### src/rtl/debounce_scan_ctrl.sv
// Shared-datapath debounce controller: one prescaler tick starts a scan that
// visits one button channel per clock, accepting a new level after STABLE samples.
module debounce_scan_ctrl #(
    parameter int N_BTN  = 4,
    parameter int DIV    = 50000,
    parameter int STABLE = 4
) (
    input  logic             CK_i,
    input  logic             rst_n,
    input  logic             en_i,
    input  logic [N_BTN-1:0] entrada_i,
    output logic [N_BTN-1:0] saida_o,
    output logic [N_BTN-1:0] press_o,
    output logic [N_BTN-1:0] release_o,
    output logic             busy_o,
    output logic             overrun_o
);

    localparam int PC_W  = (DIV > 1)    ? $clog2(DIV)    : 1;
    localparam int CNT_W = (STABLE > 1) ? $clog2(STABLE) : 1;
    localparam int IDX_W = (N_BTN > 1)  ? $clog2(N_BTN)  : 1;

    localparam logic [PC_W-1:0]  PC_LAST  = PC_W'(DIV - 1);
    localparam logic [CNT_W-1:0] CNT_LAST = CNT_W'(STABLE - 1);
    localparam logic [IDX_W-1:0] IDX_LAST = IDX_W'(N_BTN - 1);

    typedef enum logic {
        IDLE = 1'b0,
        SCAN = 1'b1
    } state_t;

    logic [N_BTN-1:0] sync1_q;
    logic [N_BTN-1:0] sync2_q;
    logic [PC_W-1:0]  pc_q;
    logic [PC_W-1:0]  pc_d;
    logic             tick;

    state_t           state_q;
    logic [IDX_W-1:0] idx_q;
    logic [CNT_W-1:0] cnt_q [N_BTN];
    logic [N_BTN-1:0] saida_q;
    logic [N_BTN-1:0] press_q;
    logic [N_BTN-1:0] release_q;
    logic             overrun_q;

    logic             samp;
    logic             differ;
    logic [CNT_W-1:0] cnt_cur;
    logic [CNT_W-1:0] cnt_d;
    logic             accept_d;

    // Two-flop synchronizer; only the second stage feeds the scan datapath.
    always_ff @(posedge CK_i or negedge rst_n) begin
        if (!rst_n) begin
            sync1_q <= '0;
            sync2_q <= '0;
        end else begin
            sync1_q <= entrada_i;
            sync2_q <= sync1_q;
        end
    end

    always_comb begin
        pc_d = pc_q;
        tick = 1'b0;
        if (en_i) begin
            if (pc_q == PC_LAST) begin
                pc_d = '0;
                tick = 1'b1;
            end else begin
                pc_d = pc_q + PC_W'(1);
            end
        end
    end

    always_ff @(posedge CK_i or negedge rst_n) begin
        if (!rst_n) begin
            pc_q <= '0;
        end else begin
            pc_q <= pc_d;
        end
    end

    // Shared compare/count path for whichever channel idx_q points at.
    always_comb begin
        samp     = sync2_q[idx_q];
        differ   = (samp != saida_q[idx_q]);
        cnt_cur  = cnt_q[idx_q];
        accept_d = differ && (cnt_cur == CNT_LAST);
        cnt_d    = '0;
        if (differ && !accept_d) begin
            cnt_d = cnt_cur + CNT_W'(1);
        end
    end

    always_ff @(posedge CK_i or negedge rst_n) begin
        if (!rst_n) begin
            state_q   <= IDLE;
            idx_q     <= '0;
            saida_q   <= '0;
            press_q   <= '0;
            release_q <= '0;
            overrun_q <= 1'b0;
            for (int i = 0; i < N_BTN; i++) begin
                cnt_q[i] <= '0;
            end
        end else begin
            press_q   <= '0;
            release_q <= '0;
            case (state_q)
                IDLE: begin
                    if (tick) begin
                        idx_q   <= '0;
                        state_q <= SCAN;
                    end
                end
                SCAN: begin
                    cnt_q[idx_q] <= cnt_d;
                    if (accept_d) begin
                        saida_q[idx_q]   <= samp;
                        press_q[idx_q]   <= samp;
                        release_q[idx_q] <= ~samp;
                    end
                    // A tick landing on any scan cycle, including the last, is dropped.
                    if (tick) begin
                        overrun_q <= 1'b1;
                    end
                    if (idx_q == IDX_LAST) begin
                        state_q <= IDLE;
                    end else begin
                        idx_q <= idx_q + IDX_W'(1);
                    end
                end
            endcase
        end
    end

    assign saida_o   = saida_q;
    assign press_o   = press_q;
    assign release_o = release_q;
    assign busy_o    = (state_q == SCAN);
    assign overrun_o = overrun_q;

endmodule

### config.mk
export PLATFORM = sky130hd
export DESIGN_NAME = debounce_scan_ctrl
export DESIGN_NICKNAME = d
export VERILOG_FILES = /design/src/rtl/debounce_scan_ctrl.sv
export SDC_FILE = /design/constraint.sdc
export NUM_CORES = 1
export LEC_CHECK = 0
export ABC_CLOCK_PERIOD_IN_PS = 3550
export CAP_MARGIN = 40
export CORE_ASPECT_RATIO = 1.4
export CORE_MARGIN = 1.5
export CORE_UTILIZATION = 60
export CTS_CLUSTER_SIZE = 25
export DETAILED_ROUTE_END_ITERATION = 10
export PLACE_DENSITY = 0.86
export SLEW_MARGIN = 10
export SYNTH_ARGS = -nofsm -noshare
export SYNTH_HDL_FRONTEND = slang
export SYNTH_SLANG_ARGS = --single-unit
### constraint.sdc
create_clock -name CK_i -period 3.55 [get_ports CK_i]
set_clock_uncertainty 0.15 [all_clocks]
set_input_delay 0.71 -clock CK_i [delete_from_list [all_inputs] [get_ports CK_i]]
set_output_delay 0.71 -clock CK_i [all_outputs]
set_load 0.005 [all_outputs]
==> flow_summary.yaml, run 1 <==
global_routing:
  grt_pass1_vias: 1510
  grt_first_pass_wirelength_mm: 6.824
  grt_use_total: 0.2479
  antenna_found_initial: 0
  overflow: 0
  grt_max_degree: 27
yosys:
  yosysTopAreaCell: "dfrtp_1"
  synth_cells: 174
  synth_seq_cells: 48
  synthesis.nets: 187
  post-synth-top-count-cell: "dfrtp_1"
  synth_ff_type: "dfrtp_1"
  ys_top_cells_by_count: "48 x dfrtp_1, 15 x nand2_1, 12 x nor2_1"
  syn_avg_cell_area_um2: 12.15
  ys_warn_count: 0
  synth_cell_types: 34
  yosysSeqAreaShare: 0.5684
  synth.cell_area_mm2: 0.002113
  synthArstFlopShare: 1.000
  synth_edf_count: 0
  yosys-top-cells-area: "dfrtp_1 57%, mux2_2 4.3%, mux4_2 4.3%"
  synth_top_area_frac: 0.5684
drt:
  drtIter0Drc: 31
  wl_per_cell_um: 17.10
  drc: 0
  dr.pass1.iters: 4
  wl_mm: 4.070
  num_vias: 1421
  drtAntennaViolNets: 0
  vias_per_cell: 5.971
sta:
  hold_violations: 0
  maxSlewHeadroom: 0.6292
  rsz0062_at_grt: "no"
  min_period_ns: 2.493
  tightest_slew_ns: 0.5561
  finalSetupTns_ns: 0
  slew_viol_final: 0
  max_freq_mhz: 401.2
  period_share: 0.7022
  setup_viol: 0
worst_hold_path:
  hp-class: "reg -> reg"
  worstHoldStart: "sync1_q[0]"
pwr:
  leakage_nw: 1.166
  power.density_mw_per_mm2: 419.9
  irDropWorstVdd_mv: 0.3107
clock_network:
  postCtsResizedCells: 0
  numClockSinks: 48
  post-cts-setup-buffers: 0
  clk_pin_slew_ns: 0.09
  cts_tree: "yes"
  clock_path_buffers: 2
  clk_latency_ns: 0.30
  cts_made_buffers: 5
  ctsHoldBuffers: 0
  cts-htree-levels: 2
  cts_root_buf: "clkbuf_8"
placement:
  gp_congestion: 0.7832
  hpwl_mm: 3.004
  numPortBuffers: 20
critical_path:
  crit_type: "reg -> reg"
  critPathCapture: "saida_o[0]"
  r2r_cells: 6
  cp-end-kind: "flop"
  rrSetupSlack_ns: 1.06
  required_ns: 3.59
  crit_arrival_ns: 2.53
  crit_fanout: 9
  critical_path.startpoint: "idx_q[0]"
  r2r_start: "idx_q[0]"
  cp-start-kind: "flop"
  r2r-end: "saida_o[0]"
run:
  max-cap-violations: 0
final_layout:
  syn_to_final_growth_pct: 16.28
  nets: 210
  diodes: 0
  fin_util: 0.7274
  drive_gt1_frac: 0.1414
floorplanning:
  die-width_um: 53.16
  rows: 25
  io_pins: 21
  dieArea_mm2: 0.003892
  start_util: 0.6256
  core-area_mm2: 0.003378
  die_h_um: 73.22
outcome:
  status: "complete, no violations"
## registers in the layout (all words and copies together), names as in the netlist
| register | flops |
|---|---|
| press_o | 4 |
| release_o | 4 |
| cnt_q | 8 |
| pc_q | 16 |
| overrun_o | 1 |
| busy_o | 1 |
| sync1_q | 4 |
| sync2_q | 4 |
| saida_o | 4 |
| idx_q | 2 |
## per-layer routing
layer / vias up / GRT usage / routed length [µm] / part of all wire
met1: 718 / 0.2517 / 1464 / 0.36
met2: 36 / 0.4542 / 2362 / 0.58
li1: 658 / - / - / -
met4: 0 / 0.1282 / 102 / 0.025
met5: - / 0 / 0 / 0
met3: 9 / 0.05738 / 140 / 0.034
## cell usage in the layout, fill, tap and decap left out, drive strengths merged, types with 2 or more instances in the layout
cell and instances:
a21oi 3, buf 2, mux4 4, mux2i 2
a22o 3, xnor2 8, o21ai 5, nor2 13
nand3 4, or4b 2, clkinvlp 2, nor3b 3
clkdlybuf4s50 19, ha 6, nor4 3, and2 4
nand2 15, nand4 8, xor2 4, and3 7
nor3 3, dfrtp 48, clkbuf 5, a21o 4
mux2 8, inv 5
## report_power, final
part / total [mW] / internal, mW / switching, mW
Combinational: 0.0921 / 0.0406 / 0.0515
Clock: 0.321 / 0.139 / 0.182
Sequential: 0.619 / 0.578 / 0.0405
## cell type report
class	count	area, µm²
clock buffers	5	68.82
clock inverters	3	23.77
fillers	245	920.9
inverters	5	18.77
multi-input cells	116	872.1
flip-flops and latches	48	1201
well taps	40	50.05
repair buffers	21	222.7
## logic make-up after synthesis
logic type               count (synthesis)  share of synthesized area
AND/OR/NAND/NOR                         67                     0.1705
flip-flops                              48                     0.5684
AO/OA/AOI/OAI                           17                    0.06217
multiplexers                            14                    0.09473
XOR/XNOR                                12                    0.04973
buffers and inverters                   10                    0.01895
adder cells (fa/ha/maj)                  6                    0.03552
## worst min-delay path by stage
stage / endpoint / slack (ns) / cells after the start
after floorplan: sync2_q[0] / 0.18 / 0
after global routing: sync2_q[3] / 0.21 / 0
after global placement: sync2_q[0] / 0.18 / 0
final: sync2_q[0] / 0.20 / 0
after CTS: sync2_q[0] / 0.20 / 0
after detailed placement: sync2_q[0] / 0.19 / 0
## per-stage QoR
step           setup WS (ns)  power (mW)  instances  hold WS (ns)  instance area, µm²
2_1_floorplan          1.293      0.6791        174        0.1812                2113
3_3_place_gp          0.9153      0.7089        229        0.1813                2337
3_5_place_dp          0.8195      0.7221        230        0.1858                2365
4_1_cts                1.077       1.045        238        0.2014                2457
5_1_grt               0.9324       1.082        238        0.2051                2457
6_report               1.057       1.032        238        0.1960                2457
## critical path, stage by stage, from the launching register on
cell     delay (ns)
dfrtp_1        0.63
mux4_2         0.58
ha_1           0.32
nand2_1        0.13
nor2_1         0.12
a21o_1         0.21
a22o_1         0.23
Power figures use the tool's default switching activity.
==> inputs of run 2 (changes only) <==
ABC_CLOCK_PERIOD_IN_PS = 2400   (was 3550)
CORE_UTILIZATION = 56   (was 60)
PLACE_DENSITY = 0.82   (was 0.86)
clock period = 2.4 ns   (was 3.55 ns; I/O delays follow)
==> run 2 against run 1 <==
  * Sequential cell count did not move
  * Sequential share of layout area fell by 1.4 points
  * Worst hold slack got worse by 0.096 ns
  * Via count rose by 3.7%
  * Largest cell class unchanged
  * Maximum frequency rose by 7.7%
  * Cell area rose by 2.9%
  * Critical path depth did not move
  * Die area rose by 6.8%
==> flow_summary.yaml, run 2 (same netlist as run 1, synthesis figures left out) <==
drt:
  drtIter0Drc: 35
  num_vias: 1474
  wl_mm: 4.042
  wl_per_cell_um: 16.23
  dr.pass1.iters: 4
  vias_per_cell: 5.920
  drtAntennaViolNets: 0
  drc: 0
critical_path:
  crit_type: "reg -> reg"
  crit_fanout: 8
  cp-start-kind: "flop"
  cp-end-kind: "flop"
  required_ns: 2.44
  crit_arrival_ns: 2.36
sta:
  hold_violations: 0
  period_share: 0.9645
  slew_viol_final: 0
  min_period_ns: 2.315
  rsz0062_at_grt: "no"
  finalSetupTns_ns: 0
  setup_slack_ns: 0.08524
  tightest_slew_ns: 0.5877
  maxSlewHeadroom: 0.6082
  setup_viol: 0
  max_freq_mhz: 432.0
clock_network:
  numClockSinks: 48
  cts_made_buffers: 5
  clk_pin_slew_ns: 0.09
  cts_root_buf: "clkbuf_8"
  ctsHoldBuffers: 0
  cts-htree-levels: 2
  clk_latency_ns: 0.30
  cts_tree: "yes"
  clock_path_buffers: 2
final_layout:
  multi_input_comb_area_um2: 877.1
  drive_gt1_frac: 0.1787
  fillers: 263
  nets: 219
  largest_reg_flops: 16
  instances_no_fill: 249
  diodes: 0
  final_cell_mix: "48 x dfrtp_1, 19 x clkdlybuf4s50_1, 15 x nand2_1"
  top_register: "pc_q"
  syn_to_final_growth_pct: 19.60
  layout_commonest_cell: "dfrtp_1"
  top_regs: "pc_q x16, cnt_q x8"
  regArea_mm2: 0.001201
floorplanning:
  rows: 26
  start_util: 0.5800
  io_pins: 21
  die_h_um: 75.69
  die-width_um: 54.92
  dieArea_mm2: 0.004157
  core-area_mm2: 0.003643
pwr:
  leakage_nw: 1.220
  irDropWorstVdd_mv: 0.6702
  power.density_mw_per_mm2: 643.2
placement:
  pre_cts_ws_ns: 0.1223
  numPortBuffers: 20
  hpwl_mm: 2.957
  placed_cells: 241
  gp_congestion: 0.7655
outcome:
  status: "complete, no violations"
global_routing:
  overflow: 0
  grt_use_total: 0.2239
  grt_pass1_vias: 1474
  antenna_found_initial: 0
  grt_first_pass_wirelength_mm: 6.361
  grt_max_degree: 49
worst_hold_path:
  hp-class: "in -> async"
run:
  max-cap-violations: 0
==> run 2: final cells by class <==
cell class	count	share of cell area
clock buffer	6	0.02871
clock inverter	2	0.01386
inverter	5	0.007426
multi-input combinational	116	0.3470
sequential	48	0.4752
tap	42	0.02079
timing repair buffer	30	0.1069
==> run 2: repair_timing <==
item	CTS	global route
setup buffers	0	0
endpoints found under the setup margin	0	1
resized for setup	0	1
==> run 2: layer usage <==
metal,GRT usage,wire [µm],vias to the layer above
met4,0.1274,153,0
met2,0.4153,2284,61
li1,-,-,679
met5,0,0,-
met1,0.2137,1459,715
met3,0.05686,144,19
==> run 2: power breakdown <==
part / internal (mW) / switching, mW / total (mW)
Sequential: 0.855 / 0.0583 / 0.913
Combinational: 0.0667 / 0.0791 / 0.146
Clock: 0.309 / 0.257 / 0.567
==> run 2: worst paths after layout <==
kind	startpoint	end	depth (start not counted)	slack, ns
setup / recovery	idx_q[0]	saida_o[1]	6	0.09
hold / removal	rst_n	release_o[2]	2	0.10
setup reg to reg	idx_q[0]	saida_o[1]	6	0.09
hold reg to reg	sync1_q[2]	sync2_q[2]	0	0.21
max in group asynchronous	rst_n	sync1_q[3]	2	1.59
min in group CK_i	sync1_q[2]	sync2_q[2]	0	0.21
==> run 2: critical path: stages, from the launching register on <==
cell	delay (ns)
dfrtp_1	0.51
mux4_2	0.57
ha_1	0.31
nand2_1	0.13
nor2_1	0.11
a21o_1	0.20
a22o_1	0.22
==> run 2: through the flow <==
| stage | util | hold WS [ns] | power (mW) | cell area, µm² |
|---|---|---|---|---|
| 5_1_grt | 0.6937 | 0.1507 | 1.708 | 2527 |
| 3_5_place_dp | 0.6628 | 0.1933 | 1.078 | 2415 |
| 2_1_floorplan | - | 0.03441 | 1.005 | 2113 |
| 4_1_cts | 0.6923 | 0.1204 | 1.649 | 2522 |
| 6_report | 0.6937 | 0.1002 | 1.626 | 2527 |
| 3_3_place_gp | 0.6628 | 0.1821 | 1.065 | 2415 |
==> inputs of run 3 (changes only) <==
CTS_CLUSTER_DIAMETER = 40   (was default)
==> results of run 3 <==
Final layout, timing and power as in run 2 (identical DEF).
